**src/rtl/bcd_disp_pkg.sv**
```systemverilog
// Shared types and constant helpers for the BCD digit scanner.
package bcd_disp_pkg;

    localparam logic [3:0] BCD_BLANK = 4'hF;

    typedef enum logic [1:0] {
        IDLE,
        CONV,
        COMMIT
    } state_t;

    // Largest value representable on n decimal digits.
    function automatic logic [63:0] pow10_minus1(input int unsigned n);
        logic [63:0] p;
        p = 64'd1;
        for (int unsigned i = 0; i < n; i++) begin
            p = p * 64'd10;
        end
        return p - 64'd1;
    endfunction

    function automatic int unsigned scan_cnt_width(input int unsigned div);
        return (div > 1) ? $clog2(div) : 1;
    endfunction

endpackage

```
**src/rtl/bcd_digit_scanner_bin2bcd_dd.sv**
```systemverilog
// Sequential double-dabble engine: one add-3/shift iteration per clock.
module bin2bcd_dd
    import bcd_disp_pkg::*;
#(
    parameter int unsigned NUM_DIGITS = 4,
    parameter int unsigned BIN_W      = 14
) (
    input  logic                    clk,
    input  logic                    reset,
    input  logic                    start,
    input  logic [BIN_W-1:0]        bin_in,
    output logic [4*NUM_DIGITS-1:0] bcd,
    output logic                    done
);

    localparam int unsigned BCD_W  = 4 * NUM_DIGITS;
    localparam int unsigned ITER_W = $clog2(BIN_W + 1);

    logic [BIN_W-1:0]  sh_bin;
    logic [ITER_W-1:0] iter;
    logic [BCD_W-1:0]  adj;

    always_comb begin
        adj = bcd;
        for (int unsigned i = 0; i < NUM_DIGITS; i++) begin
            if (bcd[i*4 +: 4] >= 4'd5) begin
                adj[i*4 +: 4] = bcd[i*4 +: 4] + 4'd3;
            end
        end
    end

    // High during the final iteration so the parent can leave CONV on the same edge.
    assign done = (iter == ITER_W'(1));

    always_ff @(posedge clk or negedge reset) begin
        if (!reset) begin
            sh_bin <= '0;
            bcd    <= '0;
            iter   <= '0;
        end else if (start) begin
            sh_bin <= bin_in;
            bcd    <= '0;
            iter   <= ITER_W'(BIN_W);
        end else if (iter != '0) begin
            bcd    <= {adj[BCD_W-2:0], sh_bin[BIN_W-1]};
            sh_bin <= sh_bin << 1;
            iter   <= iter - ITER_W'(1);
        end
    end

endmodule

```
**src/rtl/bcd_digit_scanner.sv**
```systemverilog
// Binary-to-BCD converter and digit multiplexer feeding the seven-segment decoder.
// Optional macro LEADING_ZERO_BLANK_EN blanks leading zero digits at commit.
module bcd_digit_scanner
    import bcd_disp_pkg::*;
#(
    parameter int unsigned NUM_DIGITS = 4,
    parameter int unsigned BIN_W      = 14,
    parameter int unsigned SCAN_DIV   = 50000
) (
    input  logic                  clk,
    input  logic                  reset,
    input  logic [BIN_W-1:0]      bin_in,
    input  logic                  load,
    output logic                  busy,
    output logic                  overflow,
    output logic [3:0]            digit_bcd,
    output logic [NUM_DIGITS-1:0] an
);

    localparam int unsigned BCD_W  = 4 * NUM_DIGITS;
    localparam int unsigned SCAN_W = scan_cnt_width(SCAN_DIV);
    localparam int unsigned IDX_W  = (NUM_DIGITS > 1) ? $clog2(NUM_DIGITS) : 1;
    localparam logic [63:0] LIMIT  = pow10_minus1(NUM_DIGITS);

    state_t            state;
    logic [BIN_W-1:0]  cap_val;
    logic [BCD_W-1:0]  digits;
    logic [BCD_W-1:0]  dd_bcd;
    logic [BCD_W-1:0]  commit_digits;
    logic              dd_start;
    logic              dd_done;
    logic [SCAN_W-1:0] scan_cnt;
    logic [IDX_W-1:0]  scan_idx;
    logic [IDX_W-1:0]  scan_idx_d;

    assign dd_start = (state == IDLE) && load;

    bin2bcd_dd #(
        .NUM_DIGITS (NUM_DIGITS),
        .BIN_W      (BIN_W)
    ) u_dd (
        .clk    (clk),
        .reset  (reset),
        .start  (dd_start),
        .bin_in (bin_in),
        .bcd    (dd_bcd),
        .done   (dd_done)
    );

`ifdef LEADING_ZERO_BLANK_EN
    logic lead;

    always_comb begin
        commit_digits = dd_bcd;
        lead          = 1'b1;
        for (int unsigned i = NUM_DIGITS - 1; i >= 1; i--) begin
            if (lead && (dd_bcd[i*4 +: 4] == 4'd0)) begin
                commit_digits[i*4 +: 4] = BCD_BLANK;
            end else begin
                lead = 1'b0;
            end
        end
    end
`else
    always_comb begin
        commit_digits = dd_bcd;
    end
`endif

    always_ff @(posedge clk or negedge reset) begin
        if (!reset) begin
            state    <= IDLE;
            busy     <= 1'b0;
            overflow <= 1'b0;
            digits   <= {NUM_DIGITS{BCD_BLANK}};
            cap_val  <= '0;
        end else begin
            case (state)
                IDLE: begin
                    if (load) begin
                        cap_val <= bin_in;
                        busy    <= 1'b1;
                        state   <= CONV;
                    end
                end
                CONV: begin
                    if (dd_done) begin
                        state <= COMMIT;
                    end
                end
                COMMIT: begin
                    // Range check uses the captured binary value, not BCD carry-out.
                    if (64'(cap_val) > LIMIT) begin
                        overflow <= 1'b1;
                        digits   <= {NUM_DIGITS{BCD_BLANK}};
                    end else begin
                        overflow <= 1'b0;
                        digits   <= commit_digits;
                    end
                    busy  <= 1'b0;
                    state <= IDLE;
                end
                default: begin
                    busy  <= 1'b0;
                    state <= IDLE;
                end
            endcase
        end
    end

    // an trails digit_bcd by one cycle to match the decoder's output register.
    always_ff @(posedge clk or negedge reset) begin
        if (!reset) begin
            scan_cnt   <= '0;
            scan_idx   <= '0;
            scan_idx_d <= '0;
            digit_bcd  <= BCD_BLANK;
            an         <= '1;
        end else begin
            if (scan_cnt == SCAN_W'(SCAN_DIV - 1)) begin
                scan_cnt <= '0;
                scan_idx <= (scan_idx == IDX_W'(NUM_DIGITS - 1)) ? '0 : scan_idx + IDX_W'(1);
            end else begin
                scan_cnt <= scan_cnt + SCAN_W'(1);
            end
            digit_bcd  <= digits[scan_idx*4 +: 4];
            scan_idx_d <= scan_idx;
            an         <= ~(NUM_DIGITS'(1) << scan_idx_d);
        end
    end

endmodule

```
**config.mk**
```make
export PLATFORM = sky130hd
export DESIGN_NAME = bcd_digit_scanner
export DESIGN_NICKNAME = d
export VERILOG_FILES = /design/src/rtl/bcd_disp_pkg.sv /design/src/rtl/bcd_digit_scanner_bin2bcd_dd.sv /design/src/rtl/bcd_digit_scanner.sv
export SDC_FILE = /design/constraint.sdc
export NUM_CORES = 1
export LEC_CHECK = 0
export ABC_AREA = 1
export ABC_CLOCK_PERIOD_IN_PS = 3720
export CAP_MARGIN = 30
export CORE_MARGIN = 1.5
export CORE_UTILIZATION = 50
export CTS_CLUSTER_DIAMETER = 80
export DETAILED_ROUTE_END_ITERATION = 7
export PLACE_DENSITY = 0.69
export SETUP_SLACK_MARGIN = 0.4
export SLEW_MARGIN = 10
export SYNTH_ARGS = -nofsm -noshare
export SYNTH_HDL_FRONTEND = slang
export SYNTH_HIERARCHICAL = 1
export SYNTH_SLANG_ARGS = --single-unit
```
**constraint.sdc**
```tcl
create_clock -name clk -period 3.72 [get_ports clk]
set_input_delay 0.372 -clock clk [delete_from_list [all_inputs] [get_ports clk]]
set_output_delay 0.372 -clock clk [all_outputs]
set_load 0.1 [all_outputs]
```
==> results of run 1 <==
==> cell usage in the layout, fill, tap and decap left out <==
| cell type | count |
|---|---|
| sky130_fd_sc_hd__nand2_2 | 4 |
| sky130_fd_sc_hd__nor2_4 | 1 |
| sky130_fd_sc_hd__inv_1 | 67 |
| sky130_fd_sc_hd__nand3_4 | 1 |
| sky130_fd_sc_hd__nor3b_1 | 1 |
| sky130_fd_sc_hd__o21bai_1 | 1 |
| sky130_fd_sc_hd__clkbuf_8 | 12 |
| sky130_fd_sc_hd__buf_4 | 3 |
| sky130_fd_sc_hd__dfstp_2 | 24 |
| sky130_fd_sc_hd__nor3_1 | 2 |
| sky130_fd_sc_hd__dfrtp_1 | 68 |
| sky130_fd_sc_hd__nand3_1 | 40 |
| sky130_fd_sc_hd__clkdlybuf4s50_1 | 25 |
| sky130_fd_sc_hd__o21ai_1 | 2 |
| sky130_fd_sc_hd__ha_1 | 13 |
| sky130_fd_sc_hd__o21ai_0 | 28 |
| sky130_fd_sc_hd__nand2_1 | 240 |
| sky130_fd_sc_hd__inv_4 | 1 |
| sky130_fd_sc_hd__a21oi_4 | 1 |
| sky130_fd_sc_hd__clkinvlp_4 | 2 |
| sky130_fd_sc_hd__nor2_1 | 64 |
| sky130_fd_sc_hd__nand4_1 | 2 |
| sky130_fd_sc_hd__nor2_2 | 3 |
| sky130_fd_sc_hd__a31oi_1 | 1 |
| sky130_fd_sc_hd__xor2_1 | 5 |
| sky130_fd_sc_hd__clkbuf_1 | 1 |
| sky130_fd_sc_hd__a21oi_1 | 5 |
| sky130_fd_sc_hd__dlygate4sd3_1 | 1 |
| sky130_fd_sc_hd__inv_2 | 4 |
| sky130_fd_sc_hd__clkinv_2 | 2 |
| sky130_fd_sc_hd__o22ai_1 | 5 |
==> cells by family (layout without fill, tap and decap cells) <==
logic type	after synthesis	after routing	synth area share, %
buf+inv	85	118	8.145
fa+ha+maj	13	13	3.541
compound gates	43	43	5.149
xor+xnor	5	5	0.9534
simple gates	358	358	31.44
flops	92	92	50.78
==> final cells by class <==
cell class | instances | area (um2)
Inverter | 73 | 277.8
Timing Repair Buffer | 29 | 282.8
Clock inverter | 3 | 20.02
Tap cell | 108 | 135.1
Multi-Input combinational cell | 419 | 1887
Clock buffer | 13 | 168.9
Sequential cell | 92 | 2332
Fill cell | 868 | 3702
==> sequential cells by signal, summed over array words and instances (netlist names) <==
signal       flops
an               4
busy             1
cap_val         10
digit_bcd        4
digits          16
overflow         1
scan_cnt        16
scan_idx         2
scan_idx_d       2
state            2
u_dd/bcd        16
u_dd/iter        4
u_dd/sh_bin     14
==> synth_stat cells <==
cell type / count / area share, %
sky130_fd_sc_hd__nor2_1: 64 / 5.2
sky130_fd_sc_hd__inv_2: 4 / 0.33
sky130_fd_sc_hd__nand3_4: 1 / 0.38
sky130_fd_sc_hd__o21ai_1: 2 / 0.22
sky130_fd_sc_hd__buf_2: 2 / 0.22
sky130_fd_sc_hd__ha_1: 13 / 3.5
sky130_fd_sc_hd__nor2_4: 1 / 0.25
sky130_fd_sc_hd__dfstp_2: 24 / 14
sky130_fd_sc_hd__a21oi_1: 5 / 0.54
sky130_fd_sc_hd__nand2_2: 4 / 0.54
sky130_fd_sc_hd__nand4_1: 2 / 0.27
sky130_fd_sc_hd__o21bai_1: 1 / 0.16
sky130_fd_sc_hd__xor2_1: 5 / 0.95
sky130_fd_sc_hd__nand2_1: 240 / 20
sky130_fd_sc_hd__buf_8: 1 / 0.33
sky130_fd_sc_hd__buf_6: 3 / 0.74
sky130_fd_sc_hd__clkbuf_1: 2 / 0.16
sky130_fd_sc_hd__inv_1: 67 / 5.5
sky130_fd_sc_hd__a21oi_4: 1 / 0.35
sky130_fd_sc_hd__clkinv_2: 1 / 0.11
sky130_fd_sc_hd__inv_4: 1 / 0.14
sky130_fd_sc_hd__nor3b_1: 1 / 0.16
sky130_fd_sc_hd__dfrtp_1: 68 / 37
sky130_fd_sc_hd__o21ai_0: 28 / 3.1
sky130_fd_sc_hd__buf_4: 4 / 0.65
sky130_fd_sc_hd__a31oi_1: 1 / 0.14
sky130_fd_sc_hd__nor2_2: 3 / 0.41
sky130_fd_sc_hd__o22ai_1: 5 / 0.68
sky130_fd_sc_hd__nor3_1: 2 / 0.22
sky130_fd_sc_hd__nand3_1: 40 / 4.4
==> final timing paths <==
path / depth (start not counted) / end / slack (ns) / startpoint
worst max-delay path: 1 / an[1] / 1.37 / an[1]
worst min-delay path: 1 / an[3] / 0.42 / scan_idx_d[1]
worst max register to register: 8 / u_dd/sh_bin[5] / 1.70 / state[0]
worst min register to register: 1 / an[3] / 0.42 / scan_idx_d[1]
max in group asynchronous: 3 / digits[13] / 2.43 / reset
min in group asynchronous: 2 / scan_cnt[2] / 0.48 / reset
==> metal layers <==
| layer | vias up | track usage (%) |
|---|---|---|
| met2 | 57 | 32.20 |
| li1 | 1886 | - |
| met4 | 0 | 6.264 |
| met1 | 1735 | 24.59 |
| met5 | - | 0 |
| met3 | 8 | 3.191 |
==> per-stage QoR <==
stage / area [um2] / power (W) / worst slack (ns)
final: 5104 / 0.003601 / 1.365
after floorplan: 4593 / 0.002696 / 2.208
after detailed placement: 4905 / 0.002992 / 1.367
after global routing: 5104 / 0.003916 / 1.309
after global placement: 4905 / 0.002932 / 1.464
after CTS: 5104 / 0.003628 / 1.335
==> power breakdown <==
group          internal, W  total (W)  switching [W]
logic             0.000459    0.00137       0.000911
clock network     0.000297   0.000625       0.000327
registers          0.00138    0.00161       0.000231
==> qor.yml, run 1 <==
worst_setup_path:
  arrival_time_at_the_worst_endpoint_ns: 1.98
  endpoint_kind: "output port"
  criticalPathCategory: "reg -> out"
  timing.critical_path.slowest_cell_delay_ns: 1.12
  timing.critical_path.fanout_max: 1
  crit_path_cell_trace: "clkdlybuf4s50_1"
  critical_path.top_delay_family: "buffers and inverters"
  worst_path_max_delay_cell: "sky130_fd_sc_hd__clkdlybuf4s50_1"
  setup.worst_path.start_class: "flip-flop"
  critPathRequiredTime_ns: 3.35
  cp_num_buf_inv: 1
logic_synthesis:
  synth.yosys.seq_area_share_pct: 50.78
  synth_seq_cells: 92
  synth_area_um2: 4593
  ys_types: 30
  synth_cells: 596
  synth.net_count: 626
  syn_area_per_cell_um2: 7.707
  ys_warn_count: 6
floorplan:
  num_io_pins: 27
  initial_core_util_pct: 52.16
  die_area_um2: 9770
  floorplan_die_width_um: 98.85
  placement_rows: 34
  placeableCoreArea_um2: 8806
  die-height_um: 98.85
sta:
  totalNegativeSetupSlack_ns: 0
  drv_slew: 0
  max_freq_ghz: 0.4247
  max_slew_margin_pct: 35.14
  finalCriticalPeriod_ns: 2.355
  worst-slew-pin-transition_ns: 0.9699
  finClkSkew_ns: 0.006824
  whs_ns: 0.4226
  timing.final.hold_violations: 0
  final-setup-viol-count: 0
  period_share_pct: 63.30
  grt_setup_unrepaired: "no"
drt:
  dr.max_layer_used: "met4"
  drtIter0Drc: 186
  drt_pass_1_iters: 6
  avgViaCountPerCell: 5.001
  m1WireLength_um: 4116
  detailed_route_wl_um: 8556
  dr_wl_met3_um: 230
  drcViolationCount: 2
  vias: 3686
  routed_wire_length_per_instance_um: 11.61
  route.met2.wl_um: 4120
  final_antenna_net_count: 0
global_route:
  grt_overflow_total: 0
  grt_antenna_before_repair: 0
  grt_pass1_vias: 3490
  grt_start_max_net_pins: 40
  global_route_wire_length_before_repair_um: 15080
  global_route.usage.total_pct: 18.91
layout:
  fraction_of_final_layout_cells_with_drive_strength_greater_than_1_pct: 9.221
  finish.cell_count_without_fillers: 737
  diodes: 0
  area.growth.synth_to_final_pct: 11.11
  design.final.nets: 654
  final_core_util_pct: 57.96
power:
  total_leakage_power_nw: 2.627
  pwr_density_cell_nw_per_um2: 705.6
  ir_drop_mv: 0.3036
clock_tree:
  cts_hold_buffers: 1
  h-tree-depth: 3
  cts_tree: "yes"
  worst_skew_pair.late_latency_ns: 0.34
  max-clock-path-buffers: 2
  cts_resized: 0
  post-cts-setup-buffer-count: 0
  clk_pin_slew_worst_paths_ns: 0.08
  cts.root.buffer_cell: "sky130_fd_sc_hd__clkbuf_8"
  cts_buffers: 9
  clock_sink_count: 92
placed_design:
  gpl.final_weighted_congestion: 0.8648
  portBuffers: 26
  place_hpwl_um: 6114
  dp.cells: 720
run_status:
  outcome: "finished, violations left"
  violations: "DRC"
flow_run:
  max_cap_viol_count: 0
hold_path:
  worstHoldPathType: "reg -> reg"
(Power assumes the default switching activity.)
==> inputs of run 2 (changes only) <==
--- a/config.mk
+++ b/config.mk
@@ -6,13 +6,13 @@
 export NUM_CORES = 1
 export LEC_CHECK = 0
 export ABC_AREA = 1
-export ABC_CLOCK_PERIOD_IN_PS = 3720
+export ABC_CLOCK_PERIOD_IN_PS = 2050
 export CAP_MARGIN = 30
 export CORE_MARGIN = 1.5
 export CORE_UTILIZATION = 50
 export CTS_CLUSTER_DIAMETER = 80
 export DETAILED_ROUTE_END_ITERATION = 7
-export PLACE_DENSITY = 0.69
+export PLACE_DENSITY = 0.71
 export SETUP_SLACK_MARGIN = 0.4
 export SLEW_MARGIN = 10
 export SYNTH_ARGS = -nofsm -noshare
==> constraint.sdc (replaced) <==
create_clock -name clk -period 2.05 [get_ports clk]
set_input_delay 0.205 -clock clk [delete_from_list [all_inputs] [get_ports clk]]
set_output_delay 0.205 -clock clk [all_outputs]
set_load 0.1 [all_outputs]
==> qor.yml, run 2 (synthesized netlist as in run 1, its figures left out) <==
placed_design:
  gpl.final_weighted_congestion: 0.8258  # was 0.8648
  portBuffers: 26  # unchanged
  detailedPlace.worstSlack_ns: 0.4798  # was 1.367 ns
  place_hpwl_um: 6260  # was 6114 um
drt:
  final_antenna_net_count: 0  # unchanged
  dr.max_layer_used: "met4"  # unchanged
  route.met2.wl_um: 4279  # was 4120 um
  m1WireLength_um: 4089  # was 4116 um
  drt_pass_1_iters: 6  # unchanged
  dr_wl_met3_um: 327  # was 230 um
  drtIter0Drc: 214  # was 186
  routed_wire_length_per_instance_um: 11.84  # was 11.61 um
  detailed_route_wl_um: 8773  # was 8556 um
  avgViaCountPerCell: 5.073  # was 5.001
  vias: 3759  # was 3686
  drcViolationCount: 2  # unchanged
sta:
  max_freq_ghz: 0.6617
  whs_ns: 0.2468  # was 0.4226 ns
  max_slew_margin_pct: 71.54  # was 35.14%
  timing.final.hold_violations: 0  # unchanged
  worst-slew-pin-transition_ns: 0.4265  # was 0.9699 ns
  drv_slew: 0  # unchanged
  final-setup-viol-count: 0  # unchanged
  finalCriticalPeriod_ns: 1.511
  timing.final.ws_setup_ns: 0.5388  # was 1.365 ns
  finClkSkew_ns: 0.01529  # was 0.006824 ns
  period_share_pct: 73.72
  totalNegativeSetupSlack_ns: 0  # unchanged
  grt_setup_unrepaired: "yes"  # was no
layout:
  diodes: 0  # unchanged
  layout_top_registers: "digits: 16 flops, scan_cnt: 16 flops, u_dd/bcd: 16 flops"  # unchanged
  multiInputGateArea_um2: 1887  # unchanged
  design.final.nets: 658  # was 654
  final-seq-area_um2: 2332  # unchanged
  final_cell_mix: "sky130_fd_sc_hd__nand2_1, sky130_fd_sc_hd__dfrtp_1, sky130_fd_sc_hd__inv_1"  # unchanged
  final_common_cell: "sky130_fd_sc_hd__nand2_1"  # unchanged
  fraction_of_final_layout_cells_with_drive_strength_greater_than_1_pct: 11.37  # was 9.221%
  area.growth.synth_to_final_pct: 11.82  # was 11.11%
  layout.filler_cells: 783  # was 868
hold_path:
  worstHoldPathType: "in -> async"  # was reg -> reg
floorplan:
  num_io_pins: 27  # unchanged
  floorplan_die_width_um: 98.85  # unchanged
  die-height_um: 98.85  # unchanged
  placeableCoreArea_um2: 8806  # unchanged
  placement_rows: 34  # unchanged
  initial_core_util_pct: 52.16  # unchanged
  die_area_um2: 9770  # unchanged
global_route:
  global_route_wire_length_before_repair_um: 15330  # was 15080 um
  global_route.usage.total_pct: 19.25  # was 18.91%
  grt_overflow_total: 0  # unchanged
  grt_start_max_net_pins: 49  # was 40
  grt_antenna_before_repair: 0  # unchanged
  grt_pass1_vias: 3510  # was 3490
worst_setup_path:
  critical_path.top_delay_family: "flip-flops"  # was buffers and inverters
  critPathRequiredTime_ns: 2.31  # was 3.35 ns
  setup.worst_path.start_class: "flip-flop"  # unchanged
  timing.critical_path.fanout_max: 25  # was 1
  worst_r2r_endpoint: "u_dd/bcd[7]"  # was u_dd/sh_bin[5]
  criticalPathCategory: "reg -> reg"  # was reg -> out
  crit-reg2reg-launch: "u_dd/iter[0]"  # was state[0]
  cp_num_buf_inv: 2  # was 1
  endpoint_kind: "flip-flop"  # was output port
  ff2ff_setup_slack_ns: 0.54  # was 1.70 ns
  arrival_time_at_the_worst_endpoint_ns: 1.77  # was 1.98 ns
  worst-r2r-cell-count: 6  # was 8
  crit_path_cell_trace: "inv_1, ha_1, a21oi_4, buf_6, nand3_1, o21ai_0"  # was clkdlybuf4s50_1
  timing.critical_path.slowest_cell_delay_ns: 0.40  # was 1.12 ns
  worst_path_max_delay_cell: "sky130_fd_sc_hd__dfrtp_1"  # was sky130_fd_sc_hd__clkdlybuf4s50_1
run_status:
  outcome: "finished, violations left"  # unchanged
  violations: "DRC"  # unchanged
clock_tree:
  post-cts-setup-buffer-count: 0  # unchanged
  h-tree-depth: 3  # unchanged
  clk_pin_slew_worst_paths_ns: 0.09  # was 0.08 ns
  cts_buffers: 9  # unchanged
  max-clock-path-buffers: 2  # unchanged
  cts_tree: "yes"  # unchanged
  cts.root.buffer_cell: "sky130_fd_sc_hd__clkbuf_8"  # unchanged
  clock_sink_count: 92  # unchanged
  worst_skew_pair.late_latency_ns: 0.36  # was 0.34 ns
power:
  ir_drop_mv: 0.6031  # was 0.3036 mV
  totalPowerFinal_w: 0.006676  # was 0.003601 W
  total_leakage_power_nw: 2.671  # was 2.627 nW
  pwr_density_cell_nw_per_um2: 1300  # was 705.6 nW/um2
flow_run:
  max_cap_viol_count: 0  # unchanged
[run 2: cell count changes in the layout (fill, tap and decap cells not counted), sizes merged]
cell | before | now
bufinv | 0 | 1
inv | 72 | 74
clkinvlp | 2 | 0
buf | 3 | 17
clkdlybuf4s50 | 25 | 15
clkbuf | 13 | 9
clkinv | 2 | 5
[run 2: stage by stage]
| stage | util [%] | cells | area (um2) |
|---|---|---|---|
| after floorplan | - | 596 | 4593 |
| after global placement | 55.90 | 724 | 4922 |
| after detailed placement | 55.90 | 724 | 4922 |
| after CTS | 58.26 | 741 | 5130 |
| after global routing | 58.33 | 741 | 5136 |
| final | 58.33 | 741 | 5136 |
[run 2: final cells by class]
cell class	instances	area share [%]
clock buffer	9	2.412
inverter	73	5.457
multi-input combinational	419	36.74
tap	108	2.631
sequential	92	45.41
timing repair buffer	33	5.920
clock inverter	7	1.437
[run 2: layer usage]
layer  track usage, %  vias up
li1                 -     1899
met1            24.50     1776
met2            31.94       78
met3            4.255        6
met4            7.912        0
met5                0        -
[run 2: how the worst max path moves through the flow]
stage / startpoint / endpoint / slack [ns] / cells after the start
after floorplan: state[0] / u_dd/sh_bin[10] / 0.54 / 11
after detailed placement: u_dd/iter[0] / u_dd/bcd[7] / 0.48 / 6
after global placement: u_dd/iter[0] / u_dd/bcd[7] / 0.51 / 6
after global routing: u_dd/iter[0] / u_dd/iter[0] / 0.39 / 6
final: u_dd/iter[0] / u_dd/bcd[7] / 0.54 / 6
after CTS: u_dd/iter[0] / u_dd/bcd[7] / 0.48 / 6
[run 2: timing repair]
action | in CTS | in global routing
hold buffers | 1 | 0
gates resized for setup | 0 | 2
hold endpoints to repair | 15 | 0
setup endpoints to repair | 0 | 16
[run 2: where the power goes]
group	switching, W	total [W]	internal [W]
combinational	0.00169	0.00254	0.000853
clock	0.000646	0.00122	0.000571
sequential	0.000421	0.00292	0.00250
total	0.00276	0.00668	0.00392
